==> src/rtl/instr_encoder.sv <==
// Encodes decoded LEGv8 instruction fields into 32-bit words, tags each with a byte address and queues it in a FIFO.
// Optional macro ENC_RANGE_CHECK_EN rejects immediates that do not fit their encoding field.
module instr_encoder #(
    parameter int                DEPTH     = 4,
    parameter int                ADDR_W    = 64,
    parameter logic [ADDR_W-1:0] BASE_ADDR = '0
) (
    input  logic              clk,
    input  logic              reset,
    input  logic              flush,
    input  logic              in_valid,
    output logic              in_ready,
    input  logic [3:0]        op,
    input  logic [4:0]        rd,
    input  logic [4:0]        rn,
    input  logic [4:0]        rm,
    input  logic [25:0]       imm,
    output logic              out_valid,
    input  logic              out_ready,
    output logic [31:0]       out_instr,
    output logic [ADDR_W-1:0] out_addr,
    output logic              err_pulse,
    output logic [7:0]        err_count
);

    localparam int PTR_W = $clog2(DEPTH);

    localparam logic [3:0] OP_B    = 4'd0;
    localparam logic [3:0] OP_BLT  = 4'd1;
    localparam logic [3:0] OP_CBZ  = 4'd2;
    localparam logic [3:0] OP_BL   = 4'd3;
    localparam logic [3:0] OP_BR   = 4'd4;
    localparam logic [3:0] OP_ADDI = 4'd5;
    localparam logic [3:0] OP_ADDS = 4'd6;
    localparam logic [3:0] OP_SUBS = 4'd7;
    localparam logic [3:0] OP_LDUR = 4'd8;
    localparam logic [3:0] OP_STUR = 4'd9;

    logic [31:0]       enc_word;
    logic              enc_legal;
    logic [31:0]       mem_instr [DEPTH];
    logic [ADDR_W-1:0] mem_addr  [DEPTH];
    logic [PTR_W-1:0]  head;
    logic [PTR_W-1:0]  tail;
    logic [PTR_W:0]    count;
    logic [ADDR_W-1:0] addr_cnt;
    logic              accept;
    logic              push;
    logic              pop;

    always_comb begin
        enc_word  = '0;
        enc_legal = 1'b1;
        case (op)
            OP_B:    enc_word = {6'b000101, imm};
            OP_BL:   enc_word = {6'b100101, imm};
            OP_BLT:  enc_word = {8'b01010100, imm[18:0], 5'b01011};
            OP_CBZ:  enc_word = {8'b10110100, imm[18:0], rd};
            OP_BR:   enc_word = {11'b11010110000, 5'b11111, 6'b000000, rn, 5'b00000};
            OP_ADDI: enc_word = {10'b1001000100, imm[11:0], rn, rd};
            OP_ADDS: enc_word = {11'b10101011000, rm, 6'b000000, rn, rd};
            OP_SUBS: enc_word = {11'b11101011000, rm, 6'b000000, rn, rd};
            OP_LDUR: enc_word = {11'b11111000010, imm[8:0], 2'b00, rn, rd};
            OP_STUR: enc_word = {11'b11111000000, imm[8:0], 2'b00, rn, rd};
            default: enc_legal = 1'b0;
        endcase
`ifdef ENC_RANGE_CHECK_EN
        case (op)
            OP_BLT, OP_CBZ:   if (imm[25:18] != {8{imm[18]}}) enc_legal = 1'b0;
            OP_ADDI:          if (imm[25:12] != '0) enc_legal = 1'b0;
            OP_LDUR, OP_STUR: if (imm[25:9] != {17{imm[8]}}) enc_legal = 1'b0;
            default:          ;
        endcase
`endif
    end

    // Handshake: a transfer happens on a rising edge where valid && ready; the head
    // word and its address stay stable while out_valid is high and out_ready is low.
    assign in_ready  = (count != (PTR_W+1)'(DEPTH));
    assign out_valid = (count != '0);
    assign accept    = in_valid && in_ready;
    assign push      = accept && enc_legal;
    assign pop       = out_valid && out_ready;
    assign out_instr = mem_instr[head];
    assign out_addr  = mem_addr[head];

    always_ff @(posedge clk) begin
        if (reset) begin
            head      <= '0;
            tail      <= '0;
            count     <= '0;
            addr_cnt  <= BASE_ADDR;
            err_pulse <= 1'b0;
            err_count <= '0;
            for (int i = 0; i < DEPTH; i++) begin
                mem_instr[i] <= '0;
                mem_addr[i]  <= '0;
            end
        end else begin
            err_pulse <= accept && !enc_legal;
            if (accept && !enc_legal && err_count != 8'hFF)
                err_count <= err_count + 8'd1;
            // Flush wins over any push or pop on the same edge.
            if (flush) begin
                head     <= '0;
                tail     <= '0;
                count    <= '0;
                addr_cnt <= BASE_ADDR;
            end else begin
                if (push) begin
                    mem_instr[tail] <= enc_word;
                    mem_addr[tail]  <= addr_cnt;
                    tail            <= tail + PTR_W'(1);
                    addr_cnt        <= addr_cnt + ADDR_W'(4);
                end
                if (pop)
                    head <= head + PTR_W'(1);
                case ({push, pop})
                    2'b10:   count <= count + (PTR_W+1)'(1);
                    2'b01:   count <= count - (PTR_W+1)'(1);
                    default: ;
                endcase
            end
        end
    end

endmodule

==> config.mk <==
export PLATFORM = sky130hd
export DESIGN_NAME = instr_encoder
export DESIGN_NICKNAME = d
export VERILOG_FILES = /design/src/rtl/instr_encoder.sv
export SDC_FILE = /design/constraint.sdc
export NUM_CORES = 1
export LEC_CHECK = 0
export CORE_MARGIN = 1.5
export CORE_UTILIZATION = 39
export DETAILED_ROUTE_END_ITERATION = 8
export PLACE_DENSITY_LB_ADDON = 0.3
export SETUP_SLACK_MARGIN = 0.1
export SYNTH_ARGS = -nofsm -noshare
export SYNTH_HDL_FRONTEND = slang
export SYNTH_SLANG_ARGS = --single-unit
==> constraint.sdc <==
create_clock -name clk -period 7.7 [get_ports clk]
set_input_delay 1.54 -clock clk [delete_from_list [all_inputs] [get_ports clk]]
set_output_delay 1.54 -clock clk [all_outputs]
set_load 0.05 [all_outputs]
# [Yosys cells after proc, flatten, opt, wreduce, memory -nomap -nowiden]
# Memory sizes are Yosys's and may differ from the RTL's. A register that Yosys moved wholly into a read port is not among the register bits.
# Index checks and enable logic that the tools add are counted.
[word_totals] register_bits=80 mem_bits_rw=384 n_memories=2 out_inout_bits=107 elab_cells=59
[mem_list] name="mem_addr" words=4 width=64 read_ports=1 rd_ports_with_merged_regs=1 write_ports=4 line_no="42" rtl="logic [ADDR_W-1:0] mem_addr [DEPTH];"
[mem_list] name="mem_instr" words=4 width=32 read_ports=1 rd_ports_with_merged_regs=1 write_ports=4 line_no="41" rtl="logic [31:0] mem_instr [DEPTH];"
[op_classes] muxes=19 eq_ne=13 n_reduce_logical=13 add_sub_neg=6
[op_table] operator="32-bit one-hot mux with 10 select lines" n=1
[op_table] operator="64-bit by 3-bit adder with 64-bit output (second input constant)" n=1
[op_table] operator="64-bit two-way mux" n=1
[op_table] operator="64-bit OR reduction" n=1
[op_table] operator="32-bit two-way mux" n=1
[op_table] operator="32-bit OR reduction" n=1
[op_table] operator="4-bit by 3-bit == test with 1-bit output (second input constant)" n=4
[op_table] operator="2-bit two-way mux" n=6
[op_table] operator="10-bit OR reduction" n=1
[op_table] operator="1-bit two-way mux" n=9
[op_table] operator="8-bit by 1-bit adder with 8-bit output (second input constant)" n=1
[op_table] operator="4-bit by 2-bit == test with 1-bit output (second input constant)" n=2
[op_table] operator="4-bit == test (second input constant)" n=2
[op_table] operator="8-bit inequality test (second input constant)" n=1
[op_table] operator="3-bit one-hot mux with 2 select lines" n=1
[op_table] operator="1-bit logical AND" n=5
[op_table] operator="2-bit by 1-bit adder with 2-bit output (second input constant)" n=2
[op_table] operator="4-bit by 1-bit == test with 1-bit output (second input constant)" n=1
[op_table] operator="4-bit zero test" n=1
[op_table] operator="3-bit by 1-bit adder with 3-bit output (second input constant)" n=1
[op_table] operator="3-bit inequality test (second input constant)" n=1
[op_table] operator="3-bit nonzero test" n=1
[op_table] operator="3-bit by 1-bit subtractor with 3-bit output (second input constant)" n=1
[op_table] operator="2-bit by 1-bit == test with 1-bit output (second input constant)" n=1
[op_table] operator="4 further kinds" n=4

# [Logic depth before layout (Yosys ltp)]
[depth] depth_word=10 ltp_mapped=10 ltp_nobuf=10

# [Least setup slack after synthesis]
# No wires, ideal clock.
[synth_timing] path_type="in2reg" from="in op[2]" to="mem mem_addr[2][10] (enable)" required_ps=7231 n_path_buf=2 setup_ps=469 arrival_time_ps=5038 setup_slack_ps=2193 path_stages=7 path_cell_list="clkbuf_1 -> o21ai_0 -> and3_1 -> clkinv_1 -> or3_1 -> clkbuf_1 -> nand2b_1"
[synth_rtl] item="start: declaration" line_no="13" rtl="input logic [3:0] op,"
[synth_rtl] item="end: declaration" line_no="42"

==> flow_summary_export.csv <==
group,metric,value,unit
status,status,"completed",
synth,ys_dominant_reg_cell,"edfxtp_1",
power,total_power,5.53,mW
route,routed_wirelength,51.2,mm
clock_network,clockBufferDepth,3,
timing,hold_viol,0,
grt,grt_start_max_net_pins,73,
die,die_h,231,um
die,ioPinCount,157,
clock_network,cts_setup_buffers,0,
timing,clock_skew,0.0164,ns
placement,portBuffers,154,
timing,holdWs,0.522,ns
power,power_density,229,nW/um^2
synth,synthesis.area,20300,sq um
critical_path,cp.arrival,5.71,ns
critical_path,cpPeakStageDelay,0.84,ns
critical_path,cp_max_fo,33,
route,dr_total_vias,12900,
critical_path,cpMaxStageDelayCell,"or3_1",
synth,synth_edf_count,376,
grt,grt_pass1_vias,13200,
grt,grt_pass1_wl,78.7,mm
clock_network,cts_hold_buf,0,
critical_path,cp.buffers_inverters,4,
timing,fmaxAchievable,0.183,GHz
cells_and_area,antenna_cells,0,
critical_path,path_delay_family,"simple AND/OR/NAND/NOR gates",
synth,yosysSeqAreaShare,0.635,
critical_path,setup.worst_path.class,"in2reg",
placement,place_ws,1.67,ns
critical_path,critPathMostFrequentCell,"buf_4",
timing,period_needed,5.47,ns
clock_network,cts.sinks,456,
timing,slew_headroom,0.259,
cells_and_area,fin_area,24200,sq um
critical_path,cp-start-kind,"input pin",
timing,tns,0,ns
die,die_area,53400,sq um
grt,track_usage,0.193,
clock_network,cts_buffers,49,
grt,antenna_found_initial,0,
die,start_util,0.395,
route,firstDrtPassIters,7,
synth,synthArstFlopShare,0,
clock_network,post_cts_resized,0,
synth,ys_seq_elements,456,
critical_path,worstSetupEndpointType,"flip-flop",
critical_path,cp.required,7.94,ns
die,core_area,51400,sq um
power,p_leak,8.26,nW
job,maxCapViolations,0,
power,irDropWorstVdd,0.000154,V
die,die_width,231,um
cells_and_area,layout-drive-gt1-share,0.128,
synth,synth_cell_types,63,
route,via_per_inst,5.45,
synth,syn_inst,1516,
timing,tightest_slew,1.11,ns
timing,worst_slack,2.23,ns
clock_network,cts.clk_slew.worst_paths,0.06,ns
placement,post-place-cells,2267,
cells_and_area,stdcell_count,2358,
clock_network,h-tree-depth,2,
synth,synth-warning-count,0,
route,ant_nets,0,
cells_and_area,nets,1692,
timing,setup_violations,0,
grt,overflow,0,
clock_network,ctsRootBufferMaster,"clkbuf_16",
critical_path,path_cells,"clkdlybuf4s50_1 > o21ai_0 > buf_4 > and3_2 > clkinv_1 > or3_1 > nand2b_4 > buf_4",
synth,syn_avg_cell_area,13.4,sq um
clock_network,clk_latency,0.59,ns
cells_and_area,areaGrowthSynthToFinish,19.1,%
placement,dpl_cell_area,22600,sq um
cells_and_area,utilization,0.470,
timing,min_period_over_period,0.710,
route,route.detailed.drc,0,
cells_and_area,fill_cells,4506,
die,std_cell_rows,83,
cells_and_area,final_cell_mix,"edfxtp_1, nor2_1, and2_1, clkdlybuf4s50_1, mux4_2",
route,drt_iter0_markers,1155,
placement,dpl.hpwl,30.9,mm
cells_and_area,final_common_cell,"edfxtp_1",
timing,report.final.slew_viol_count,0,
placement,place.gp.congestion,0.835,
clock_network,cts_tree,"built",
route,drt-wirelength-per-cell,21.7,um
timing,rsz0062_at_grt,"false",
worst_hold_path,hold_path_class,"reg2reg",
[cells in the mapped netlist, types with 6 or more instances]
cell type | count | area (sq um)
edfxtp_1 | 376 | 11300
nor2_1 | 198 | 743
and2_1 | 170 | 1060
mux4_2 | 94 | 2120
clkbuf_1 | 87 | 327
dfxtp_1 | 80 | 1600
and3_1 | 65 | 407
nand2_1 | 56 | 210
inv_1 | 40 | 150
a21oi_1 | 35 | 175
o21ai_0 | 31 | 155
nand4_1 | 27 | 169
xnor2_1 | 26 | 228
nand3_1 | 24 | 120
or3_1 | 22 | 138
xor2_1 | 19 | 166
buf_1 | 15 | 56.3
nor4_1 | 15 | 93.8
nand2b_1 | 12 | 75.1
nor3_1 | 12 | 60.1
or4_1 | 10 | 75.1
o31ai_1 | 7 | 52.6
a22o_1 | 6 | 52.6
[per-layer routing]
metal | vias to the layer above | track usage | wire length, um
li1 | 5859 | - | -
met1 | 6447 | 0.258 | 21800
met2 | 472 | 0.324 | 24800
met3 | 81 | 0.0360 | 3570
met4 | 0 | 0.0486 | 958
met5 | - | 0 | 0
[state kept, by name (all words and copies together) (netlist names), named ones only]
signal and cells:
mem_addr 248, mem_instr 128, addr_cnt 62, err_count 8
count 3, head 2, tail 2, err_pulse 1
[worst reg2reg max path, cell delays in order, from the launching register on]
cell,delay (ns)
dfxtp_1,0.33
nor3b_1,0.16
inv_1,0.20
and3_2,0.55
clkinv_1,0.36
or3_1,0.84
nand2b_4,0.68
buf_4,0.44
[power by group]
group | internal (mW) | switching [mW]
clock | 1.36 | 0.970
combinational | 0.144 | 0.284
sequential | 2.75 | 0.0257
total | 4.25 | 1.28
[path summary, 6_finish.rpt]
path	startpoint	endpoint	slack, ns	cells after the start
setup / recovery	op[1]	mem_addr[2][26]	2.23	8
hold / removal	count[2]	count[2]	0.52	2
setup reg to reg	count[2]	mem_addr[2][26]	3.77	7
hold reg to reg	count[2]	count[2]	0.52	2
[cell type report]
class / count / area [sq um] / share of cell area
multi-input cells: 911 / 6880 / 0.285
flip-flops and latches: 456 / 12900 / 0.534
inverters: 41 / 154 / 0.00637
repair buffers: 179 / 1790 / 0.0741
well taps: 680 / 851 / 0.0352
clock buffers: 72 / 1440 / 0.0594
clock inverters: 19 / 149 / 0.00616
[logic make-up after synthesis]
kind of cell    Yosys count  share of synthesized area
simple gates            640                      0.167
compound gates          123                     0.0403
other cells               1                   0.000185
flops                   456                      0.635
fa+ha+maj                 4                    0.00284
xor+xnor                 45                     0.0194
buf+inv                 150                     0.0287
mux                      97                      0.106
(Power assumes the default switching activity.)
